===== config.mk =====
export PLATFORM = sky130hd
export DESIGN_NAME = us_obstacle_filter
export DESIGN_NICKNAME = d
export VERILOG_FILES = /design/src/rtl/us_pkg.sv /design/src/rtl/us_sample_ring.sv /design/src/rtl/us_obstacle_filter.sv
export SDC_FILE = /design/constraint.sdc
export NUM_CORES = 1
export LEC_CHECK = 0
export BUFFER_PORTS_ARGS = -buffer_cell sky130_fd_sc_hd__buf_2
export CAP_MARGIN = 20
export CORE_UTILIZATION = 55
export CTS_BUF_LIST = sky130_fd_sc_hd__clkbuf_8
export DETAILED_ROUTE_END_ITERATION = 10
export MAX_ROUTING_LAYER = met4
export PLACE_DENSITY = 0.86
export SLEW_MARGIN = 5
export SYNTH_ARGS = -nofsm -noshare
export SYNTH_HDL_FRONTEND = slang
export SYNTH_SLANG_ARGS = --single-unit

===== constraint.sdc =====
create_clock -name clk_50M -period 3.6 [get_ports clk_50M]
set_clock_uncertainty 0.1 [all_clocks]
set_input_delay 0.18 -clock clk_50M [delete_from_list [all_inputs] [get_ports clk_50M]]
set_output_delay 0.18 -clock clk_50M [all_outputs]
set_load 0.02 [all_outputs]

===== src/rtl/us_pkg.sv =====
// Shared definitions for the ultrasonic obstacle filter: widths, default
// thresholds, FSM state encoding and the input clamp helper.
package us_pkg;

  localparam int MM_W        = 16;
  localparam int NEAR_MM_DEF = 70;
  localparam int FAR_MM_DEF  = 90;
  localparam int MAX_MM_DEF  = 4000;

  typedef enum logic [1:0] {
    IDLE    = 2'd0,
    COUNT   = 2'd1,
    ACCUM   = 2'd2,
    PUBLISH = 2'd3
  } us_state_t;

  function automatic logic [MM_W-1:0] clamp_mm(input logic [MM_W-1:0] d,
                                               input logic [MM_W-1:0] max_mm);
    return (d > max_mm) ? max_mm : d;
  endfunction

endpackage


===== src/rtl/us_sample_ring.sv =====
// Circular buffer of the last 2**DEPTH_LOG2 samples with a running sum.
// The sum is adjusted incrementally: add the new sample, drop the evicted one.
module us_sample_ring
  import us_pkg::*;
#(
  parameter int DEPTH_LOG2 = 2
) (
  input  logic                       clk_50M,
  input  logic                       reset,
  input  logic                       clear,
  input  logic                       push,
  input  logic [MM_W-1:0]            din,
  output logic [MM_W+DEPTH_LOG2-1:0] sum,
  output logic                       full
);

  localparam int DEPTH = 1 << DEPTH_LOG2;
  localparam int SUM_W = MM_W + DEPTH_LOG2;

  logic [MM_W-1:0]       buf_q [DEPTH];
  logic [DEPTH_LOG2-1:0] wptr;
  logic [DEPTH_LOG2:0]   fill;
  logic [MM_W-1:0]       evicted;

  assign full = (fill == (DEPTH_LOG2 + 1)'(DEPTH));
  // Until the window has wrapped once the slot being written holds no sample.
  assign evicted = full ? buf_q[wptr] : '0;

  always_ff @(posedge clk_50M) begin
    if (!reset || clear) begin
      for (int i = 0; i < DEPTH; i++) buf_q[i] <= '0;
      sum  <= '0;
      wptr <= '0;
      fill <= '0;
    end else if (push) begin
      buf_q[wptr] <= din;
      sum         <= sum + SUM_W'(din) - SUM_W'(evicted);
      wptr        <= wptr + DEPTH_LOG2'(1);
      if (!full) fill <= fill + (DEPTH_LOG2 + 1)'(1);
    end
  end

endmodule


===== src/rtl/us_obstacle_filter.sv =====
// Samples the HC-SR04 distance once per period, averages a sliding window and
// produces a hysteresis-qualified wall_near flag.
module us_obstacle_filter
  import us_pkg::*;
#(
  parameter int SAMPLE_PERIOD = 600_000,
  parameter int DEPTH_LOG2    = 2,
  parameter int NEAR_MM       = NEAR_MM_DEF,
  parameter int FAR_MM        = FAR_MM_DEF,
  parameter int MAX_MM        = MAX_MM_DEF
) (
  input  logic            clk_50M,
  input  logic            reset,
  input  logic            enable,
  input  logic [MM_W-1:0] distance_in,
  output logic [MM_W-1:0] dist_avg,
  output logic            avg_valid,
  output logic            wall_near,
  output logic            window_full
);

  localparam int              TMR_W    = $clog2(SAMPLE_PERIOD);
  localparam logic [TMR_W-1:0] TMR_LAST = TMR_W'(SAMPLE_PERIOD - 1);
  localparam int              SUM_W    = MM_W + DEPTH_LOG2;

  us_state_t         state, state_next;
  logic [TMR_W-1:0]  timer;
  logic              strike;
  logic [MM_W-1:0]   sample_q;
  logic              ring_push;
  logic              ring_full;
  logic              do_publish;
  logic [SUM_W-1:0]  ring_sum;
  logic [MM_W-1:0]   new_avg;
  logic              new_near;

  assign strike = enable && (timer == TMR_LAST);

  always_ff @(posedge clk_50M) begin
    if (!reset || !enable || timer == TMR_LAST) timer <= '0;
    else                                         timer <= timer + TMR_W'(1);
  end

  always_ff @(posedge clk_50M) begin
    if (!reset)                        sample_q <= '0;
    else if (strike && state == COUNT) sample_q <= clamp_mm(distance_in, MM_W'(MAX_MM));
  end

  // FSM: state register
  always_ff @(posedge clk_50M) begin
    if (!reset) state <= IDLE;
    else        state <= state_next;
  end

  // FSM: next state; dropping enable wins over any strike or publish
  always_comb begin
    state_next = state;
    if (!enable) begin
      state_next = IDLE;
    end else begin
      case (state)
        IDLE:    state_next = COUNT;
        COUNT:   if (strike) state_next = ACCUM;
        ACCUM:   state_next = PUBLISH;
        PUBLISH: state_next = COUNT;
        default: state_next = IDLE;
      endcase
    end
  end

  // FSM: outputs
  always_comb begin
    ring_push  = 1'b0;
    do_publish = 1'b0;
    if (enable) begin
      ring_push  = (state == ACCUM);
      do_publish = (state == PUBLISH) && ring_full;
    end
  end

  us_sample_ring #(
    .DEPTH_LOG2(DEPTH_LOG2)
  ) u_ring (
    .clk_50M(clk_50M),
    .reset  (reset),
    .clear  (!enable),
    .push   (ring_push),
    .din    (sample_q),
    .sum    (ring_sum),
    .full   (ring_full)
  );

  assign new_avg = ring_sum[SUM_W-1:DEPTH_LOG2];

  always_comb begin
    new_near = wall_near;
    if (new_avg <= MM_W'(NEAR_MM))     new_near = 1'b1;
    else if (new_avg >= MM_W'(FAR_MM)) new_near = 1'b0;
  end

  // dist_avg and wall_near survive a disable so the solver keeps its last view.
  always_ff @(posedge clk_50M) begin
    if (!reset) begin
      dist_avg    <= '0;
      avg_valid   <= 1'b0;
      wall_near   <= 1'b0;
      window_full <= 1'b0;
    end else if (!enable) begin
      avg_valid   <= 1'b0;
      window_full <= 1'b0;
    end else begin
      avg_valid <= do_publish;
      if (do_publish) begin
        dist_avg    <= new_avg;
        wall_near   <= new_near;
        window_full <= 1'b1;
      end
    end
  end

endmodule


==> After elaboration in Yosys (flattened, before gate mapping) <==
Memories as Yosys holds them, arrays and structs flattened. A register that Yosys moved wholly into a read port is not among the register bits.
Cells that the tools add are included.
{ "word_totals": {"mem_count": 1, "mem_bits_rw": 64, "in_bits": 19, "output_inout_bits": 19, "rom_bits": 0, "latchBits": 0, "word_cells": 59, "ff_bits": 80} }
{ "mem_list": {"columns": ["memory", "words", "width", "read_ports", "rd_ports_with_merged_regs", "wr", "line_no", "source"], "rows": [
  ["u_ring.buf_q", 4, 16, 1, 1, 4, "us_sample_ring.sv:20", "logic [MM_W-1:0] buf_q [DEPTH];"]
]} }
{ "op_classes": {"addsub": 5, "n_eq_ne": 6, "div_mod_pow": 0, "magnitude_cmp": 3, "n_mux": 18, "mul": 0, "reduce_logical": 15, "n_shift": 0, "bitwise_logic": 1} }
{ "op_table": {"columns": ["op", "count"], "rows": [
  ["$mux 16", 3],
  ["$add 20x1->20 const B", 1],
  ["$eq 20x20->1 const B", 1],
  ["$add 18x16->18", 1],
  ["$sub 18x16->18", 1],
  ["$ge 16x7->1 const B", 1],
  ["$gt 16x12->1 const B", 1],
  ["$le 16x7->1 const B", 1],
  ["$reduce_or 16->1", 1],
  ["$mux 1", 10],
  ["$mux 2", 4],
  ["$pmux 2 s3", 1],
  ["$reduce_and 2->1", 3],
  ["$eq 2x2->1 const B", 2],
  ["$add 3x1->3 const B", 1],
  ["$eq 3x3->1 const B", 1],
  ["$logic_and 1x1->1", 3],
  ["$reduce_and 3->1", 1],
  ["$add 2x1->2 const B", 1],
  ["$eq 2x1->1 const B", 1],
  ["$logic_not 1->1", 2],
  ["$logic_not 2->1", 1],
  ["$logic_or 1x1->1", 2],
  ["$ne 2x2->1 const B", 1],
  ["3 further kinds", 3]
]} }

==> Logic depth before layout (Yosys ltp) <==
{ "logic_depth": {"word_depth": 7, "depth_mapped": 16, "mapped_depth_nobuf": 15} }

==> Cells and area by module <==
A second synthesis with hierarchy kept.
{ "hier_totals": {"cells_unflattened": 747, "area_unflattened_um2": 7564.8} }
{ "modules_own_cells": {"columns": ["module", "cells_each", "n_inst", "area_per_inst_um2", "seq_area_each_um2"], "rows": [
  ["us_sample_ring", 472, 1, 5142.4, 2422.3],
  ["us_obstacle_filter", 275, 1, 2422.3, 1141.1]
]} }

==> Least setup slack after synthesis <==
OpenSTA, ideal clock, no wires.
{ "synth_timing": {"kind": "reg-to-reg", "startpoint": "reg (tool-made name)", "endpoint": "reg u_ring.sum[14]", "slack_ns": -0.127, "setup_ns": 0.062, "stages_incl_launch_ff": 14, "arrival_ns": 3.565, "n_path_buf": 2, "t_required_ns": 3.438, "period_less_slack_ns": 3.727, "path_cell_list": "dfxtp_1 -> buf_2 -> buf_2 -> mux4_2 -> and2_1 -> fa_1 -> inv_1 -> ha_1 -> a211oi_2 -> o21bai_1 -> a21o_1 -> a221o_1 -> a31o_2 -> nand3_1"} }
{ "synth_rtl": {"columns": ["item", "line_no", "source"], "rows": [
  ["end signal, assigned", "us_sample_ring.sv:37", "sum <= sum + SUM_W'(din) - SUM_W'(evicted);"],
  ["end, declared", "us_sample_ring.sv:13", "output logic [MM_W+DEPTH_LOG2-1:0] sum,"]
]} }

==> metrics.txt <==
final critical-path share of the clock period=97.0%; fraction of layout cells with a size suffix above 1=~18%; Ports=38; Yosys reg bits=approximately 150; worst slew pin tran=0.874 ns; routed via count=5611; CTS buffer count=17; worst path bufs/invs=4; VDD IR max=326 µV; Detail Route Antenna Nets=0; crit start category=flop; Total Routing Usage GR=26.4%; First-pass DRT Iterations=5; final hold violation count=0; TritonCTS clock tree=built; status=complete, no violations; setup violators final=0; Design Area, Final=8620 µm²; num rows=42; initial detailed-routing violation count=448; most frequent cell on the critical path=buf_4; Rel. slew slack=about two fifths; ANT cells=0; commonest cells in the netlist=inv_1 (85), dfxtp_1 (82), nand2_1 (74); core area=13200 µm²; Hold Crit Start=distance_in[15]; vias in the first global route=roughly 5600; Post-synth ARST share=0%; total wire length=17000 µm; Avg Cell Area, Syn=10.1 µm²; Die Area=about 14000 µm²; placed cell areas=7890 µm²; Tmin final=3.49 ns; die height=about 120 µm; post-synthesis sequential area ratio=48.0%; Post-Syn Instances=731; Root Driver=clkbuf_8; Synth Flop Type=dfxtp_1; Avg WL per Cell=17.2 µm; Final Core Density=between 60% and 70%; most area-consuming cells after synthesis=edfxtp_1 (26%), dfxtp_1 (22%), mux4_2 (4.9%); Fmax achieved=286 MHz; initial antenna violation count=0; CTS H-Tree Depth=4; CP Data Arrival Time=between 3 and 4 ns; clock network latency to the later pin of the worst-skew pair=0.46 ns; Clock Sinks=146; Post-synth EDFFs=between 60 and 70; top-area cell type share of the netlist area=25.9%; YS warnings=0; DP HPWL=around 12000 µm; CP cell instances=buf_12 > mux4_2 > and2_1 > fa_1 > inv_1 > ha_1 > buf_4 > nand2_1 > nor2_1 > nor4b_2 > buf_4 > a2111oi_0 > mux2i_1 > nand3_1; Hold WC Path Type=in2reg; Slew Viols, Final=0; DR DRC count=0; largest net degree at the start of global routing=38; hold slack=0.0856 ns; gp weighted congestion=0.943; gr ovfl total=0; post-synth cell types=62; Initial Util=56.3%; WP data required=between 3 and 4 ns; static leakage=0.00339 µW; Worst-path clk slew=0.08 ns; via-per-instance ratio=5.70; Port Buffers=37; buffer depth of the longest clock path=2; critical path peak fanout=7; chip width=118 µm; first-pass GRT wire length=27400 µm; max-cap violation count=0; Setup crit end kind=flop; Power Dens Cells=383 nW/µm²; CP max stage delay=0.50 ns; Mapped Nets=791; Setup CP Type=reg2reg; Synth area leader=edfxtp_1; synthesis-to-finish area growth=16.2%; Slowest-stage cell, CP=mux4_2; Top delay family on crit path=adder cells; Net count, final=856; unrepaired setup endpoints after global routing=true; Post-Syn Area=7420 µm²; count leader, synth=inv_1
-- registers in the layout (all words and copies together), names as in the netlist, 2 cells and up, named ones only --
register,count
u_ring.buf_q,64
dist_avg,16
u_ring.wptr,2
timer,20
u_ring.fill,3
state,2
sample_q,16
u_ring.sum,18
-- cell type report --
cell class / count / area, µm²
inverters: 85 / 319
well taps: 176 / 220
fillers: 992 / 4570
repair buffers: 81 / 603
clock buffers: 18 / 248
flip-flops and latches: 146 / 3570
multi-input cells: 465 / 3490
clock inverters: 14 / 175
-- final timing paths --
path,to,slack (ns),cells after the start
hold / removal,sample_q[11],0.09,3
setup / recovery,u_ring.sum[17],0.11,14
hold reg to reg,dist_avg[11],0.36,2
setup reg to reg,u_ring.sum[17],0.11,14
-- cell families after synthesis --
group	share of synthesized area, %
simple gates	18.4
flops	48.0
buf+inv	6.27
compound gates	9.43
fa+ha+maj	8.53
xor+xnor	3.42
mux	5.95
-- layer usage --
layer | vias to the layer above | track usage (%) | share of wire [%]
li1 | 2670 | - | -
met1 | 2706 | 31.5 | 40
met2 | 205 | 43.4 | 51
met3 | 30 | 6.90 | 6.6
met4 | 0 | 8.89 | 2.2
met5 | - | - | 0
-- cells in the final DEF, fill, tap and decap left out, types with 18 or more instances in the layout --
| cell | n |
|---|---|
| dfxtp_1 | 81 |
| ha_1 | 23 |
| inv_1 | 86 |
| clkbuf_8 | 18 |
| nand2_1 | 72 |
| nor2_1 | 70 |
| nand3_1 | 28 |
| buf_4 | 27 |
| buf_2 | 37 |
| a21boi_0 | 23 |
| xor2_1 | 19 |
| and2_1 | 22 |
| edfxtp_1 | 64 |
-- timing repair --
item	CTS	global route
resized for setup	1	22
endpoints found under the hold margin	18	0
buffers inserted	0	5
hold buffers	13	0
setup endpoints to repair	1	12
pin swaps	0	7
gates cloned	0	1
-- where the power goes --
part / internal [µW] / switching, µW / leakage, µW
logic: 70.4 / 89.3 / 0.00179
clock network: 716 / 658 / 0.000222
registers: 1760 / 15.2 / 0.00138
-- worst min-delay path: cells and delay by family --
family	cells	cell delay, ns
buffers and inverters	1	0.07
AND/OR/NAND/NOR	1	0.19
AO/OA/AOI/OAI	1	0.17
-- through the flow --
stage,setup TNS [ns],instances,power (µW),worst slack (ns)
after floorplan,0,731,1890,0.0174
after global placement,0,934,1940,0.0858
after detailed placement,-0.0189,934,1950,-0.0189
after CTS,0,979,3310,0.0116
after global routing,-0.101,985,3410,-0.0479
final,0,985,3300,0.107
(Power assumes the default switching activity.)
